--- src/rtl/ext_cpu_data_arbiter.sv ---
// Shares one OBI data port among NHARTS harts: round-robin arbitration, request hold and in-order response routing.
// Optional build macro EXT_CPU_ARB_FIXED_PRIO_EN selects fixed priority (lowest index wins) instead of round-robin.
package ext_cpu_obi_pkg;
  typedef struct packed {
    logic        req;
    logic [31:0] addr;
    logic        we;
    logic [3:0]  be;
    logic [31:0] wdata;
  } obi_req_t;

  typedef struct packed {
    logic        gnt;
    logic        rvalid;
    logic [31:0] rdata;
  } obi_resp_t;
endpackage

module ext_cpu_data_arbiter
  import ext_cpu_obi_pkg::*;
#(
  parameter int NHARTS = 2,
  parameter int MAX_OUTSTANDING = 2,
  localparam int IDW = $clog2(NHARTS),
  localparam int OCW = $clog2(MAX_OUTSTANDING + 1)
) (
  input  logic            clk_i,
  input  logic            rst_ni,
  input  obi_req_t        hart_req_i [NHARTS],
  output obi_resp_t       hart_resp_o [NHARTS],
  output obi_req_t        bus_req_o,
  input  obi_resp_t       bus_resp_i,
  output logic [OCW-1:0]  outstanding_o,
  output logic            protocol_err_o
);

  localparam int PW = (MAX_OUTSTANDING > 1) ? $clog2(MAX_OUTSTANDING) : 1;

  // Handshake: a request transfers on the cycle bus_req_o.req && bus_resp_i.gnt; only the hart
  // whose fields drive the bus sees gnt. rvalid has no back-pressure and always pops the ID FIFO.
  typedef enum logic {IDLE, HOLD} state_e;

  state_e         state_q, state_d;
  logic [IDW-1:0] owner_q, owner_d;
  logic [IDW-1:0] id_mem_q [MAX_OUTSTANDING];
  logic [IDW-1:0] id_mem_d [MAX_OUTSTANDING];
  logic [PW-1:0]  wptr_q, wptr_d, rptr_q, rptr_d;
  logic [OCW-1:0] cnt_q, cnt_d;
  logic           err_q, err_d;

  logic           full, any_req, req_ok, fire, pop;
  logic [IDW-1:0] winner, sel, head, rr_cur;
  obi_req_t       sel_req;

`ifndef EXT_CPU_ARB_FIXED_PRIO_EN
  logic [IDW-1:0] rr_q, rr_d;
  assign rr_cur = rr_q;
`else
  assign rr_cur = '0;
`endif

  // Winner search starts at rr_cur and wraps modulo NHARTS (works for non-power-of-2 counts).
  always_comb begin
    int idx;
    idx     = 0;
    any_req = 1'b0;
    winner  = '0;
    for (int k = 0; k < NHARTS; k++) begin
      idx = int'(rr_cur) + k;
      if (idx >= NHARTS) idx = idx - NHARTS;
      if (!any_req && hart_req_i[idx].req) begin
        any_req = 1'b1;
        winner  = IDW'(idx);
      end
    end
  end

  // Next-state: selection, handshake, FIFO bookkeeping and FSM transitions.
  always_comb begin
    full    = (cnt_q == OCW'(MAX_OUTSTANDING));
    sel     = (state_q == HOLD) ? owner_q : winner;
    sel_req = '0;
    for (int i = 0; i < NHARTS; i++) begin
      if (sel == IDW'(i)) sel_req = hart_req_i[i];
    end
    req_ok  = sel_req.req && !full && rst_ni;
    fire    = req_ok && bus_resp_i.gnt;
    pop     = bus_resp_i.rvalid && (cnt_q != '0);
    head    = id_mem_q[rptr_q];

    state_d  = state_q;
    owner_d  = owner_q;
    id_mem_d = id_mem_q;
    wptr_d   = wptr_q;
    rptr_d   = rptr_q;
    err_d    = err_q | (bus_resp_i.rvalid && (cnt_q == '0));
    cnt_d    = cnt_q + OCW'(fire) - OCW'(pop);
`ifndef EXT_CPU_ARB_FIXED_PRIO_EN
    rr_d     = rr_q;
`endif

    case (state_q)
      IDLE: if (req_ok && !bus_resp_i.gnt) begin
        state_d = HOLD;
        owner_d = winner;
      end
      HOLD: if (fire) state_d = IDLE;
      default: state_d = IDLE;
    endcase

    if (fire) begin
      id_mem_d[wptr_q] = sel;
      wptr_d = (wptr_q == PW'(MAX_OUTSTANDING - 1)) ? '0 : wptr_q + PW'(1);
`ifndef EXT_CPU_ARB_FIXED_PRIO_EN
      rr_d = (sel == IDW'(NHARTS - 1)) ? '0 : sel + IDW'(1);
`endif
    end
    if (pop) begin
      rptr_d = (rptr_q == PW'(MAX_OUTSTANDING - 1)) ? '0 : rptr_q + PW'(1);
    end
  end

  // Outputs: bus request mux plus one-hot gnt / rvalid routing.
  always_comb begin
    bus_req_o     = sel_req;
    bus_req_o.req = req_ok;
    for (int i = 0; i < NHARTS; i++) begin
      hart_resp_o[i].gnt    = fire && (sel == IDW'(i));
      hart_resp_o[i].rvalid = pop && (head == IDW'(i));
      hart_resp_o[i].rdata  = (pop && (head == IDW'(i))) ? bus_resp_i.rdata : '0;
    end
    outstanding_o  = cnt_q;
    protocol_err_o = err_q;
  end

  always_ff @(posedge clk_i or negedge rst_ni) begin
    if (!rst_ni) begin
      state_q <= IDLE;
      owner_q <= '0;
      wptr_q  <= '0;
      rptr_q  <= '0;
      cnt_q   <= '0;
      err_q   <= 1'b0;
      for (int i = 0; i < MAX_OUTSTANDING; i++) id_mem_q[i] <= '0;
`ifndef EXT_CPU_ARB_FIXED_PRIO_EN
      rr_q    <= '0;
`endif
    end else begin
      state_q  <= state_d;
      owner_q  <= owner_d;
      wptr_q   <= wptr_d;
      rptr_q   <= rptr_d;
      cnt_q    <= cnt_d;
      err_q    <= err_d;
      id_mem_q <= id_mem_d;
`ifndef EXT_CPU_ARB_FIXED_PRIO_EN
      rr_q     <= rr_d;
`endif
    end
  end

endmodule

--- config.mk ---
export PLATFORM = sky130hd
export DESIGN_NAME = ext_cpu_data_arbiter
export DESIGN_NICKNAME = d
export VERILOG_FILES = /design/src/rtl/ext_cpu_data_arbiter.sv
export SDC_FILE = /design/constraint.sdc
export NUM_CORES = 1
export LEC_CHECK = 0
export BUFFER_PORTS_ARGS = -buffer_cell sky130_fd_sc_hd__buf_2
export CORE_AREA = 10 10 115 117
export DETAILED_ROUTE_END_ITERATION = 12
export DIE_AREA = 0 0 125 127
export GPL_ROUTABILITY_DRIVEN = 0
export GPL_TIMING_DRIVEN = 1
export HOLD_SLACK_MARGIN = 0.08
export PLACE_DENSITY_LB_ADDON = 0.25
export SLEW_MARGIN = 20
export SYNTH_ARGS = -nofsm -noshare
export SYNTH_HDL_FRONTEND = slang
export SYNTH_SLANG_ARGS = --single-unit
--- constraint.sdc ---
create_clock -name clk_i -period 2.4 [get_ports clk_i]
set_input_delay 0 -clock clk_i [delete_from_list [all_inputs] [get_ports clk_i]]
set_output_delay 0 -clock clk_i [all_outputs]
set_load 0.05 [all_outputs]
# Word level (Yosys, flattened, before mapping)
# Index checks and enable logic that the tools add are counted.
# W data, S select, Z words.
# classes
bitwise_logic	8
n_reduce_logical	18
magnitude_cmp	7
addsub	8
eq_ne	1
muxes	27
# op_table
operator	n
$mux W70	7
$mux W32	4
$ge A32 B2 Y1 const B	2
$not A32 Y32	2
$mux W1	13
$logic_and A1 B1 Y1	12
$ge A2 B2 Y1 const B	3
$not A1 Y2	2
$add A1 B1 Y1 const B	3
$logic_not A1 Y1	3
$not A1 Y1	3
$sub A1 B2 Y3 const B	1
$sub A2 B2 Y3 const B	1
$add A1 B1 Y2 const B	1
$add A2 B1 Y2	1
$bwmux W2	1
$eq A2 B2 Y1 const B	1
$ge A1 B2 Y1 const B	1
$logic_not A2 Y1	1
$lt A2 B1 Y1 const B	1
$pmux W1 S2	1
$reduce_and A2 Y1	1
$reduce_bool A2 Y1	1
$sub A2 B1 Y2	1
2 further kinds	2
# totals
regBits	10
in_bits	176
output_inout_bits	141

# Depth between registers and ports, before layout
# Gate-level depths: netlist of run 1.
# logic_depth
ltp_word	17
ltp_mapped	10
mapped_depth_nobuf	8

# Worst setup path after synthesis of run 1
# Ideal clock, no wire load.
# synth_path
kind	reg2out
from	register cnt_q[0] (netlist: outstanding_o[0])
to	output port hart_resp_o[39] (netlist name)
slack_ps	152
path_stages_with_launch	5
required_ps	2400
n_path_buf	1
arrival_ps	2248
path_cell_list	dfrtp_1 o21ai_1 nor2b_1 clkbuf_1 and2_1
# synth_lines
item	line_no	source
start, declared	48	logic [OCW-1:0] cnt_q, cnt_d;
start signal, assigned	153	cnt_q <= cnt_d;
end, declared	30	output obi_resp_t hart_resp_o [NHARTS],

==> results of run 1 <==
Yosys cell counts (all sizes together):
cell    count  area (µm²)
and2       64         400
buf         4        41.3
mux2       72         822
inv         4        15.0
nand3b      2        27.5
a21o        1        7.51
o21a        2        15.0
xnor2       4        35.0
mux2i       2        20.0
nor2        5        18.8
nand2       3        27.5
clkbuf     12         105
o2111a      1        11.3
nor2b       1        6.26
nand2b      1        6.26
a41oi       1        8.76
ha          2        25.0
a31oi       1        6.26
o21ai       3        18.8
dfrtp      10         250
report_power, final:
group	internal (mW)	switching (mW)	total, mW
Sequential	0.250	0.0824	0.333
Combinational	1.52	3.75	5.27
Clock	0.250	0.0732	0.323
cell usage in the layout (no fill, tap or decap), types with 2 or more instances in the layout:
master	netlist	final
nor2_1	5	5
nand2_1	2	2
dlygate4sd3_1	0	2
mux2_4	3	3
buf_4	1	4
mux2_2	69	69
clkbuf_16	0	3
inv_1	4	4
ha_1	2	2
xnor2_1	4	4
and2_1	64	64
o21a_1	2	2
dfrtp_1	10	10
mux2i_1	2	2
buf_2	0	316
metal layers:
metal | global-route usage, % | up-vias | share of wire, %
met5 | 0 | - | 0
met4 | 2.71 | 0 | 1.1
met3 | 3.72 | 9 | 7.1
met2 | 23.3 | 112 | 56
met1 | 12.1 | 1162 | 35
li1 | - | 1285 | -
worst max-delay path, stage by stage (launching register included):
cell	delay [ns]
dfrtp_1	0.33
o21ai_0	0.19
o21ai_4	0.48
buf_12	0.31
mux2_2	0.39
buf_2	0.22
worst max-delay path by stage:
stage | startpoint | end | slack, ns
floorplan | outstanding_o[0] | hart_resp_o[39] | 0.15
global placement | register | outstanding_o[1] | 0.40
detailed placement | register | outstanding_o[1] | 0.40
CTS | rr_cur | bus_req_o[61] | 0.18
global route | rr_cur | bus_req_o[61] | 0.04
finish | rr_cur | bus_req_o[61] | 0.19
flip-flops by register name (all words and copies together) (netlist names), named ones only:
signal / count
outstanding_o: 2
owner_q: 1
protocol_err_o: 1
id_mem_q: 2
rr_cur: 1
wptr_q: 1
rptr_q: 1
final cells by class:
class                   instances  share of cell area, %
clock buffers                   4                   2.43
inverters                       4                  0.412
multi-input cells             165                   40.1
flip-flops and latches         10                   6.86
well taps                     143                   4.90
repair buffers                323                   45.3
through the flow:
| step | total power [mW] | setup WS (ns) | instances | hold WS [ns] | instance area [µm²] |
|---|---|---|---|---|---|
| 2_1_floorplan | 4.65 | 0.152 | 195 | -0.296 | 1870 |
| 3_3_place_gp | 5.64 | 0.404 | 643 | -0.120 | 3540 |
| 3_5_place_dp | 5.65 | 0.404 | 643 | -0.123 | 3540 |
| 4_1_cts | 5.99 | 0.179 | 649 | 0.137 | 3650 |
| 5_1_grt | 6.19 | 0.0436 | 649 | 0.171 | 3650 |
| 6_report | 5.92 | 0.195 | 649 | 0.138 | 3650 |
kinds of logic (layout without fill, tap and decap cells):
family                     after synthesis  count (layout)
AOI/OAI and AO/OA                        9               9
and+or+nand+nor                         76              76
xor gates and xnor gates                 4               4
adders and majority gates                2               2
muxes                                   74              74
DFF                                     10              10
buffers and inverters                   20             331
==> out/qor.yml, run 1 <==
run_status: "finished, final reports clean"
grt_first_pass_wirelength_um: 15500
routed_wirelength_um: 10900
cp_max_fo: 50
areaGrowthSynthToFinish_pct: 95.3
rr_endpoint: "outstanding_o[1]"
drtAntennaViolNets: 0
post_synth.cell_area_avg_um2: 9.58
fmax_mhz: 453
rows: 39
synth-seq-area-share_pct: 13.4
vdd_drop_max_mv: 0.809
timing.final.setup_violations: 0
time_the_worst_path_needs_with_i_o_delays_and_setup_ns: 2.21
synth.ff_latch_count: 10
total_leakage_power_nw: 2.13
max_slew.worst_pin.slew_ns: 0.514
synth.cell_area_um2: 1870
synthesized_nets: 373
r2r_slack_ns: 0.41
multiInputGateArea_um2: 1460
final_util_pct: 32.8
die_y_um: 127
synth_compound_gate_area_share_pct: 3.62
cts_root_buf: "clkbuf_16"
ctsResizeCount: 0
firstDrtPassIters: 4
cts_num_sinks: 10
finalHoldViolations: 0
setup_total_negative_slack_ns: 0
first_global_vias: 2782
drive_gt1_share_pct: 79.1
fp.dieW_um: 125
clk-insertion-delay-late_ns: 0.23
design.final.nets: 685
synthMuxAreaShare_pct: 45.1
ys.warnings.count: 0
min_path_cells: 3
synth-simple-area-share_pct: 26.1
worst_ep_required_time_ns: 2.40
groute.usage.overall_pct: 12.0
core_um2: 11100
min-delay-start: "bus_resp_i[33]"
cts_hold_buf: 2
remaining_drc_errors: 0
cts_tree: "built"
hp-class: "in -> reg"
die_area_um2: 15900
detailed_place_hpwl_um: 9930
postCtsSetupBuffers: 0
buffer_ports.inserted: 316
routed_wire_length_per_instance_um: 16.7
dr.first_iter.drc_count: 118
max_cap_violations: 0
clkSlewWorstSetupHoldPaths_ns: 0.04
slew_viol_final: 0
detailroute.via_count: 2568
endpoint_kind: "output pin"
effective_utilization_at_floorplan_pct: 16.8
ys_types: 27
synth-xor-area-share_pct: 1.88
insertedDiodeCount: 0
cts_buffers: 3
cts-root-to-sink-buffers: 2
synthCells: 195
post_synth_fa_ha_maj_area_fraction_pct: 1.34
timing.critical_path.arrival_ns: 2.21
slew-limit-headroom_pct: 65.6
period_share_pct: 91.9
timing.hold.worst_endpoint: "wptr_q"
largest_net_degree_at_the_start_of_global_routing: 51
sequential_cell_area_um2: 250
route.detailed.vias_per_inst: 3.96
reg2reg_depth: 8
h-tree-depth: 1
path_class: "reg -> out"
setup.worst_path.start_class: "register"
nFillCells: 1179
clock_tree_skew_after_final_layout_ns: 0.00225
boundaryPins: 317
rsz_0062_raised_after_global_routing: "no"
main_combinational_cell_family_by_area_after_synthesis: "multiplexers"
initial_antenna_violation_count: 0
power_per_cell_area_nw_per_um2: 1620
grt_overflow: 0
No activity file was read; power rests on OpenSTA's default activity.
==> inputs of run 2 (changes only) <==
==> constraint.sdc (replaced) <==
create_clock -name clk_i -period 2.3 [get_ports clk_i]
set_input_delay 0 -clock clk_i [delete_from_list [all_inputs] [get_ports clk_i]]
set_output_delay 0 -clock clk_i [all_outputs]
set_load 0.1 [all_outputs]
==> run 2 against run 1 <==
Global-route usage is 1.8 points higher. Highest routed layer is now met5. Sequential share of layout area fell by 2.0 points. Final cell count grew 0.62%. Clock skew barely moved. Via count grew 1.2%. First-iteration DRC count down 45%. Routed wire length increased by 11%.
==> out/qor.yml, run 2 (synthesis results as in run 1) <==
stage_delay_of_the_slowest_cell_on_the_critical_path_ns: 0.47  # about the same
clkSlewWorstSetupHoldPaths_ns: 0.04  # about the same
path_class: "reg -> out"
buffer_ports.inserted: 316  # unchanged
largest_net_degree_at_the_start_of_global_routing: 38  # -25%
areaGrowthSynthToFinish_pct: 176
cts-root-to-sink-buffers: 2  # unchanged
core_um2: 11100  # unchanged
first_global_vias: 2922  # +5.0%
route.detailed.vias_per_inst: 3.98  # +0.55%
cts_buffers: 3  # unchanged
rows: 39  # unchanged
drtAntennaViolNets: 0  # unchanged
slowest_stage: "o21ai_0"
timing.critical_path.arrival_ns: 2.17  # -0.04 ns
period_share_pct: 94.4
run_status: "finished, final reports clean"
setup_total_negative_slack_ns: 0  # unchanged
critical_path.cell_chain: "o21ai_0, o21ai_4, buf_12, mux2_2, buf_2"
worst_ep_required_time_ns: 2.30  # -0.10 ns
dr.first_iter.drc_count: 65  # -45%
endpoint_kind: "output pin"
routed_wire_length_per_instance_um: 18.5  # +11%
max_slew.worst_pin.slew_ns: 0.557  # +0.0432 ns
cts_root_buf: "clkbuf_16"
slew_viol_final: 0  # unchanged
insertedDiodeCount: 0  # unchanged
clock_tree_skew_after_final_layout_ns: 0.00178  # -0.000467 ns
cts_tree: "built"
drive_gt1_share_pct: 83.5  # +4.5 points
firstDrtPassIters: 4  # unchanged
ctsResizeCount: 0  # unchanged
timing.final.setup_violations: 0  # unchanged
mostFrequentLayoutCell: "buf_2"
h-tree-depth: 1  # unchanged
setup.worst_path.start_class: "register"
commonest_cells_after_routing_fill_and_taps_aside: "buf_2, buf_12, mux2_2"
slew-limit-headroom_pct: 62.5  # -3.1 points
boundaryPins: 317  # unchanged
cts_num_sinks: 10  # unchanged
fmax_mhz: 461
die_y_um: 127  # unchanged
remaining_drc_errors: 0  # unchanged
finalHoldViolations: 0  # unchanged
r2r_slack_ns: 0.28  # -0.13 ns
rsz_0062_raised_after_global_routing: "no"
fp.dieW_um: 125  # unchanged
max_cap_violations: 0  # unchanged
cp_max_fo: 37  # -26%
detailroute.via_count: 2598  # +1.2%
die_area_um2: 15900  # unchanged
grt_first_pass_wirelength_um: 17600  # +14%
design.final.nets: 689  # +0.58%
clk-insertion-delay-late_ns: 0.24  # about the same
grt_overflow: 0  # unchanged
hp-class: "in -> reg"
groute.usage.overall_pct: 13.7  # +1.8 points
detailed_place_hpwl_um: 11200  # +13%
routed_wirelength_um: 12100  # +11%
nFillCells: 1008  # -15%
effective_utilization_at_floorplan_pct: 16.8  # unchanged
time_the_worst_path_needs_with_i_o_delays_and_setup_ns: 2.17
initial_antenna_violation_count: 1  # +1
==> run 2: repair_timing <==
action | CTS | global route
hold buffers | 2 | 0
endpoints found under the hold margin | 11 | 0
buffers inserted | 0 | 4
setup endpoints to repair | 0 | 60
==> run 2: cell type report <==
cell class                 instances  area (µm²)  area share, %
tap                              143         179           3.47
inverter                           4        15.0          0.292
clock buffer                       4        88.8           1.72
sequential                        10         253           4.91
timing repair buffer             327        3120           60.6
multi-input combinational        165        1490           29.0
==> run 2: critical path, delay by kind of cell, from the launching register on <==
kind / cells / cell delay (ns)
AOI/OAI and AO/OA: 2 / 0.66
muxes: 1 / 0.25
buffers and inverters: 2 / 0.64
DFF: 1 / 0.36
==> run 2: final timing paths <==
path / start / endpoint / depth (start not counted)
max in group asynchronous: rst_ni / outstanding_o[0] / 2
min: bus_resp_i[33] / wptr_q / 3
min in group asynchronous: rst_ni / id_mem_q[0] / 2
max reg2reg: register / outstanding_o[1] / 8
min reg2reg: protocol_err_o / protocol_err_o / 1
max: rr_cur / bus_req_o[43] / 5
==> run 2: metrics by stage <==
step	setup WS [ns]	area (µm²)	hold slack, ns	cells	utilization [%]
after floorplan	0.0119	1900	-0.296	195	-
after global placement	0.311	5010	-0.122	643	45.0
after detailed placement	0.282	5010	-0.116	643	45.0
after CTS	0.0443	5120	0.140	649	46.0
after global routing	0.00106	5150	0.149	653	46.3
final	0.130	5150	0.139	653	46.3
==> run 2: layer usage <==
metal / GRT usage [%] / wire length [µm] / part of all wire [%]
met1: 13.8 / 4190 / 35
met2: 26.8 / 6640 / 55
met3: 6.00 / 1200 / 9.9
met4: 0.678 / 30 / 0.25
met5: 0 / 13 / 0.11
Power of run 2 is not shown: default switching activity piles up to over one toggle a cycle in this logic, so the estimate is an artifact.
